## config.mk

```make
export PLATFORM = sky130hd
export DESIGN_NAME = chroma_cline_req_sequencer
export DESIGN_NICKNAME = d
export VERILOG_FILES = /design/src/rtl/chroma_cline_req_sequencer.sv
export SDC_FILE = /design/constraint.sdc
export NUM_CORES = 1
export LEC_CHECK = 0
export CORE_MARGIN = 3
export CORE_UTILIZATION = 50
export CTS_BUF_LIST = sky130_fd_sc_hd__clkbuf_4 sky130_fd_sc_hd__clkbuf_8
export DETAILED_ROUTE_END_ITERATION = 7
export GPL_TIMING_DRIVEN = 0
export PLACE_DENSITY = 0.79
export RECOVER_POWER = 50
export SLEW_MARGIN = 25
export SYNTH_ARGS = -nofsm -noshare
export SYNTH_HDL_FRONTEND = slang
export SYNTH_SLANG_ARGS = --single-unit
```

## constraint.sdc

```tcl
create_clock -name clk -period 4.7 [get_ports clk]
set_input_delay 0.705 -clock clk [delete_from_list [all_inputs] [get_ports clk]]
set_output_delay 0.705 -clock clk [all_outputs]
set_load 0.02 [all_outputs]
```

## src/rtl/chroma_cline_req_sequencer.sv

```systemverilog
// Expands one chroma reference-block descriptor into the cache-line
// coordinates it touches, one per cycle in raster order, for the chroma
// tag-lookup stage.
//
// state | meaning
// IDLE  | waiting for a descriptor; blk_ready_out high
// ISSUE | presenting line requests until the last one is accepted
module chroma_cline_req_sequencer #(
    parameter int C_L_H_SIZE_C = 3,
    parameter int C_L_V_SIZE_C = 2,
    parameter int X_ADDR_WDTH  = 11,
    parameter int Y_ADDR_WDTH  = 11
) (
    input  logic                              clk,
    input  logic                              reset,
    input  logic                              blk_valid_in,
    output logic                              blk_ready_out,
    input  logic [X_ADDR_WDTH-1:0]            start_x_in,
    input  logic [Y_ADDR_WDTH-1:0]            start_y_in,
    input  logic [1:0]                        delta_x_in,
    input  logic [1:0]                        delta_y_in,
    output logic                              line_valid_out,
    input  logic                              line_ready_in,
    output logic [X_ADDR_WDTH-C_L_H_SIZE_C-1:0] line_x_out,
    output logic [Y_ADDR_WDTH-C_L_V_SIZE_C-1:0] line_y_out,
    output logic [3:0]                        line_idx_out,
    output logic                              line_last_out,
    output logic                              err_out
);

    localparam int LXW = X_ADDR_WDTH - C_L_H_SIZE_C;
    localparam int LYW = Y_ADDR_WDTH - C_L_V_SIZE_C;

    typedef enum logic {
        IDLE  = 1'b0,
        ISSUE = 1'b1
    } state_t;

    state_t           state_q, state_d;
    logic [LXW-1:0]   base_x_q, base_x_d;
    logic [LYW-1:0]   base_y_q, base_y_d;
    logic [1:0]       nx_q, nx_d;
    logic [1:0]       ny_q, ny_d;
    logic [1:0]       cx_q, cx_d;
    logic [1:0]       cy_q, cy_d;
    logic             valid_q, valid_d;
    logic [LXW-1:0]   line_x_q, line_x_d;
    logic [LYW-1:0]   line_y_q, line_y_d;
    logic [3:0]       idx_q, idx_d;
    logic             last_q, last_d;
    logic             err_q, err_d;

    logic [1:0]       nx_in, ny_in;
    logic [LXW-1:0]   start_cx;
    logic [LYW-1:0]   start_cy;

    // Descriptor decode: a delta of 3 is out of range and clamps to 2.
    always_comb begin
        nx_in    = (delta_x_in == 2'd3) ? 2'd2 : delta_x_in;
        ny_in    = (delta_y_in == 2'd3) ? 2'd2 : delta_y_in;
        start_cx = LXW'(start_x_in >> C_L_H_SIZE_C);
        start_cy = LYW'(start_y_in >> C_L_V_SIZE_C);
    end

    // Next-state and next-output logic; outputs are precomputed so they
    // leave the block straight from flops.
    always_comb begin
        state_d  = state_q;
        base_x_d = base_x_q;
        base_y_d = base_y_q;
        nx_d     = nx_q;
        ny_d     = ny_q;
        cx_d     = cx_q;
        cy_d     = cy_q;
        valid_d  = valid_q;
        line_x_d = line_x_q;
        line_y_d = line_y_q;
        idx_d    = idx_q;
        last_d   = last_q;
        err_d    = 1'b0;

        case (state_q)
            IDLE: begin
                if (blk_valid_in) begin
                    state_d  = ISSUE;
                    base_x_d = start_cx;
                    base_y_d = start_cy;
                    nx_d     = nx_in;
                    ny_d     = ny_in;
                    cx_d     = 2'd0;
                    cy_d     = 2'd0;
                    valid_d  = 1'b1;
                    line_x_d = start_cx;
                    line_y_d = start_cy;
                    idx_d    = 4'd0;
                    last_d   = (nx_in == 2'd0) && (ny_in == 2'd0);
                    err_d    = (delta_x_in == 2'd3) || (delta_y_in == 2'd3);
                end
            end
            ISSUE: begin
                if (line_ready_in) begin
                    if (last_q) begin
                        state_d = IDLE;
                        valid_d = 1'b0;
                    end else begin
                        if (cx_q < nx_q) begin
                            cx_d = cx_q + 2'd1;
                        end else begin
                            cx_d = 2'd0;
                            cy_d = cy_q + 2'd1;
                        end
                        line_x_d = base_x_q + LXW'(cx_d);
                        line_y_d = base_y_q + LYW'(cy_d);
                        idx_d    = idx_q + 4'd1;
                        last_d   = (cx_d == nx_q) && (cy_d == ny_q);
                    end
                end
            end
            default: state_d = IDLE;
        endcase
    end

    // State and output registers with synchronous reset.
    always_ff @(posedge clk) begin
        if (reset) begin
            state_q  <= IDLE;
            base_x_q <= '0;
            base_y_q <= '0;
            nx_q     <= '0;
            ny_q     <= '0;
            cx_q     <= '0;
            cy_q     <= '0;
            valid_q  <= 1'b0;
            line_x_q <= '0;
            line_y_q <= '0;
            idx_q    <= '0;
            last_q   <= 1'b0;
            err_q    <= 1'b0;
        end else begin
            state_q  <= state_d;
            base_x_q <= base_x_d;
            base_y_q <= base_y_d;
            nx_q     <= nx_d;
            ny_q     <= ny_d;
            cx_q     <= cx_d;
            cy_q     <= cy_d;
            valid_q  <= valid_d;
            line_x_q <= line_x_d;
            line_y_q <= line_y_d;
            idx_q    <= idx_d;
            last_q   <= last_d;
            err_q    <= err_d;
        end
    end

    assign blk_ready_out  = (state_q == IDLE);
    assign line_valid_out = valid_q;
    assign line_x_out     = line_x_q;
    assign line_y_out     = line_y_q;
    assign line_idx_out   = idx_q;
    assign line_last_out  = last_q;
    assign err_out        = err_q;

endmodule

```

Word level (Yosys, flattened, before mapping)
Index checks and enable logic that the tools add are counted.
- input bits: 30
- register bits: 50
- output and inout bits: 25
- $add $sub $neg: 5
- reduce and logical (&&, ||, !) cells: 10
- eq/ne operators: 8
- bitwise operators: 2
- mux-type cells: 41
- magnitude comparators: 1
- operator list (cell ; count):
    $mux 2 ; 15
    $mux 9 ; 3
    $mux 8 ; 3
    $pmux 9 s2 ; 1
    $pmux 8 s2 ; 1
    $mux 4 ; 3
    $add 9x2->9 ; 1
    $mux 1 ; 9
    $add 8x2->8 ; 1
    $pmux 2 s2 ; 2
    $pmux 4 s2 ; 1
    $ne 2x2->1 const B ; 3
    $pmux 1 s2 ; 3
    $reduce_and 3->1 ; 2
    $add 2x1->2 const B ; 2
    $add 4x1->4 const B ; 1
    $eq 2x2->1 ; 2
    $eq 2x2->1 const B ; 2
    $logic_not 2->1 ; 2
    $reduce_and 2->1 ; 2
    $reduce_or 3->1 ; 1
    $logic_and 1x1->1 ; 2
    $lt 2x2->1 ; 1
    $ne 2x1->1 const B ; 1
    2 further kinds ; 3

Logic depth before layout (Yosys ltp)
- word-level depth: 10
- depth in mapped cells: 12
- gate-level depth less buffers: 11

Worst setup path before layout
Ideal clock, no wire load.
- path type: register -> register
- from: register nx_q[1]
- to: register line_y_q[5], in the netlist line_y_out[5]
- setup time: 0.058 ns
- path buffers: 0
- slack: 2.167 ns
- stages on the path, launching flop included: 12
- clock period less this slack: 2.533 ns
- arrival time: 2.474 ns
- cells stage by stage: dfxtp_1 -> inv_1 -> ha_1 -> o21ai_0 -> nor2_1 -> xor2_1 -> ha_1 -> a21o_1 -> nand4_1 -> xor2_1 -> a2111oi_0 -> a31o_2
- cells in the longest elaborated chain, start to end: 9
- ends and longest elaborated chain (item ; RTL line ; source):
    from (decl) ; 42 ; logic [1:0] nx_q, nx_d;
    from (signal assigned) ; 143 ; nx_q <= nx_d;
    $lt 2x2->1 ; 106 ; if (cx_q < nx_q) begin
    $mux 2 ; 106 ;
    $mux 2 ; 102 ; if (last_q) begin
    $mux 2 ; 101 ; if (line_ready_in) begin
    $mux 2 ; 82 ; case (state_q)
    $add 9x2->9 ; 113 ; line_y_d = base_y_q + LYW'(cy_d);
    $mux 9 ; 102 ;
    $mux 9 ; 101 ;
    $pmux 9 s2 ; 82 ;
    to (signal assigned) ; 149 ; line_y_q <= line_y_d;
    to (decl) ; 48 ; logic [LYW-1:0] line_y_q, line_y_d;
No other way between the ends. The select of a mux whose other input is x is not followed.
A chain may end at the register's enable or synchronous reset.

Worst setup path after layout
- from: register cx_q[1]
- to: register line_y_q[6], in the netlist line_y_out[6]
- cells in the longest elaborated chain, start to end: 9
- ends and longest elaborated chain (item ; RTL line ; source):
    from (decl) ; 44 ; logic [1:0] cx_q, cx_d;
    from (signal assigned) ; 131 ; cx_q <= '0;
    from (signal assigned) ; 145 ; cx_q <= cx_d;
    $lt 2x2->1 ; 106 ;
    $mux 2 ; 106 ;
    $mux 2 ; 102 ;
    $mux 2 ; 101 ;
    $mux 2 ; 82 ;
    $add 9x2->9 ; 113 ;
    $mux 9 ; 102 ;
    $mux 9 ; 101 ;
    $pmux 9 s2 ; 82 ;
No other way between the ends. The select of a mux whose other input is x is not followed.

==> impl_results.md <==
* Status: finished clean
* Vias at 2,582
* Mean Syn Cell Area at 8.107 sq um
* Core area at 4848 sq um
* Critical path arrival at 3.27 ns
* First-pass GRT wire length at 11,370 microns
* Ys async rst share at 0%
* Top layer in use: met4
* Worst Skew at 0.005635 ns
* Synth top cells by count: nand2_1, dfxtp_1, a21oi_1
* # resized after CTS at 0
* Setup Buffers After CTS at 0
* CP peak stage delay at 0.44 ns
* Slowest CP cell: a2111oi_0
* Ports at 55
* Final worst-path cycle share at 63.78%
* Clock net sink count at 50
* Post-synth top area cell: dfxtp_1
* DRT antenna net count at 0
* Final hold viol count at 0
* Initial Util at 53.34%
* Final setup fails at 0
* Delay-heaviest family, CP: adder cells
* Clock buffer depth at 2
* DRC at 0
* Gpl congestion at 0.8857
* Crit path buf inv count at 1
* Post-synth top flop: dfxtp_1
* Total wire length at 7038 microns
* Pwr Density at 302.3 nW/um^2
* Final core occ at 67.02%
* EDFF count, synth at 0
* Drt wl/cell at 15.96 microns
* Iter 0 DRT Violations at 172
* Overall Global Routing Usage at 23.93%
* Number of global-route vias before repair at 2,399
* Num CTS Buffers at 5
* Post-synth cell types at 54
* Tightest Pin Transition at 0.7145 ns
* Final slew viol count at 0
* Width of the chip at 77.92 microns
* FF+latch count, synth at 50
* Die Y-Extent at 77.92 microns
* Net count after synthesis at 356
* Synth Cell Area at 2586 sq um
* Row cnt at 25
* CP max FO at 10
* Worst-path clk slew at 0.09 ns
* RSZ-0062 raised after global routing: no
* Leakage Power at 1.213 nW
* Fmax achieved at 333.6 MHz
* WP data required at 4.97 ns
* Final setup TNS at 0 ns
* CTS Hold Bufs at 0
* Synth Warn # at 0
* CTS tree: yes
* Final nets at 411
* Detailed Routing Iterations Pass 1 at 5
* Post-synth top area share at 38.70%
* # fillers at 438
* Worst-path cell chain: ha_1 > clkbuf_1 > a21oi_1 > xnor2_1 > ha_1 > fa_1 > nand2_1 > xor2_1 > a2111oi_0 > a31o_2
* Slew margin rel. at 52.19%
* Initial antenna violation count at 0
* Average via count per standard cell at 5.855
* Detail Route met3 WL at 431 microns
* Top-count cell post-synth: nand2_1
* Number of max-cap violations at 0
* Setup crit start kind: flop
* Largest net degree at the start of global routing at 15
* Area occupied by multi-input gates at 1453 sq um
* H-tree levels at 2
* Maximum vdd ir drop at 0.2179 mV
* DRT met1 WL at 3044 microns
* Final min period at 2.998 ns
* Clock Root Buffer: clkbuf_8
* Die footprint at 6072 sq um
* Area Growth Syn to Fin at 25.64%
* WS Path Type: reg2reg
* Worst Hold Class: reg2reg
* Routed wl met2 at 3422 microns
* Share of cells above drive strength 1 at 5.615%
* Ranking of synthesized cells by area: dfxtp_1, nand2_1, a21oi_1, xor2_1, ha_1
* Cells after synthesis at 319
* Ant diodes at 0
* Hpwl dp at 5156 microns
* Global route overflow at 0
* Sequential-to-total area share from yosys stat at 38.70%
* Crit. End Element: flop
* Port bufs at 48
* Register area at 1001 sq um
* Min Hold Slack at 0.4674 ns
* CP dominant cell by count: ha_1
* Later-pin clock latency in the skew report at 0.31 ns
## final cells by class
class	count	share of cell area, %
tap	67	2.580
inverter	8	0.9241
clock buffer	6	2.541
sequential	50	30.80
timing repair buffer	48	14.79
clock inverter	1	0.9241
multi-input combinational	240	44.71
buffer	21	2.734
## report_power, final
| part | leakage, nW | switching, mW | internal [mW] |
|---|---|---|---|
| sequential | 0.410 | 0.0185 | 0.450 |
| clock | 0.0573 | 0.144 | 0.170 |
| combinational | 0.745 | 0.117 | 0.0822 |
| total | 1.21 | 0.280 | 0.703 |
## final timing paths
| kind | start | end | slack [ns] | cells past startpoint |
|---|---|---|---|---|
| worst max-delay path | cx_q[1] | line_y_out[6] | 1.70 | 10 |
| worst min-delay path | line_y_out[4] | line_y_out[4] | 0.47 | 2 |
| worst max register to register | cx_q[1] | line_y_out[6] | 1.70 | 10 |
| worst min register to register | line_y_out[4] | line_y_out[4] | 0.47 | 2 |
## per-layer routing
layer	global-route usage [%]	up-vias
met5	0	-
met3	4.524	12
met2	39.98	90
li1	-	1259
met4	11.01	0
met1	29.68	1221
## worst min-delay path: stages (launching register included)
cell and delay [ns]:
dfxtp_1 0.32, nand2_1 0.05, a21oi_1 0.05
## sequential cells by signal, summed over array words and instances, names as in the netlist
name,count
line_valid_out,1
line_x_out,8
line_idx_out,4
line_y_out,9
line_last_out,1
state_q,1
base_x_q,8
ny_q,2
base_y_q,9
err_out,1
cx_q,2
cy_q,2
nx_q,2
## cells in the final DEF (no fill, tap or decap), types with 5 or more instances in the layout
cell type / instances
nor3_1: 7
nand3_1: 11
xnor2_1: 7
a21oi_1: 31
nor2_1: 19
clkbuf_8: 6
dfxtp_1: 50
a211oi_1: 5
inv_1: 8
o21ai_0: 9
dlygate4sd3_1: 26
or3_1: 5
a31oi_1: 6
ha_1: 6
clkdlybuf4s50_1: 22
xor2_1: 9
o211ai_1: 7
nand2_1: 62
clkbuf_1: 17
## through the flow
step                instance area [sq um]  worst slack [ns]  power [mW]  std cells
floorplan                            2586             2.167      0.5926        319
global placement                     3151             1.792      0.6773        434
detailed placement                   3151             1.747      0.6817        434
CTS                                  3263             1.723      0.9907        441
global route                         3249             1.460       1.024        441
finish                               3249             1.702      0.9824        441
## kinds of logic after synthesis
| kind of cell | synth area share (%) |
|---|---|
| XOR/XNOR | 5.419 |
| flip-flops | 38.70 |
| AO/OA/AOI/OAI | 21.53 |
| adder cells (fa/ha/maj) | 3.677 |
| multiplexers | 1.548 |
| AND/OR/NAND/NOR | 24.09 |
| buffers and inverters | 5.031 |
Note: power is estimated with default switching activity, not from simulation.
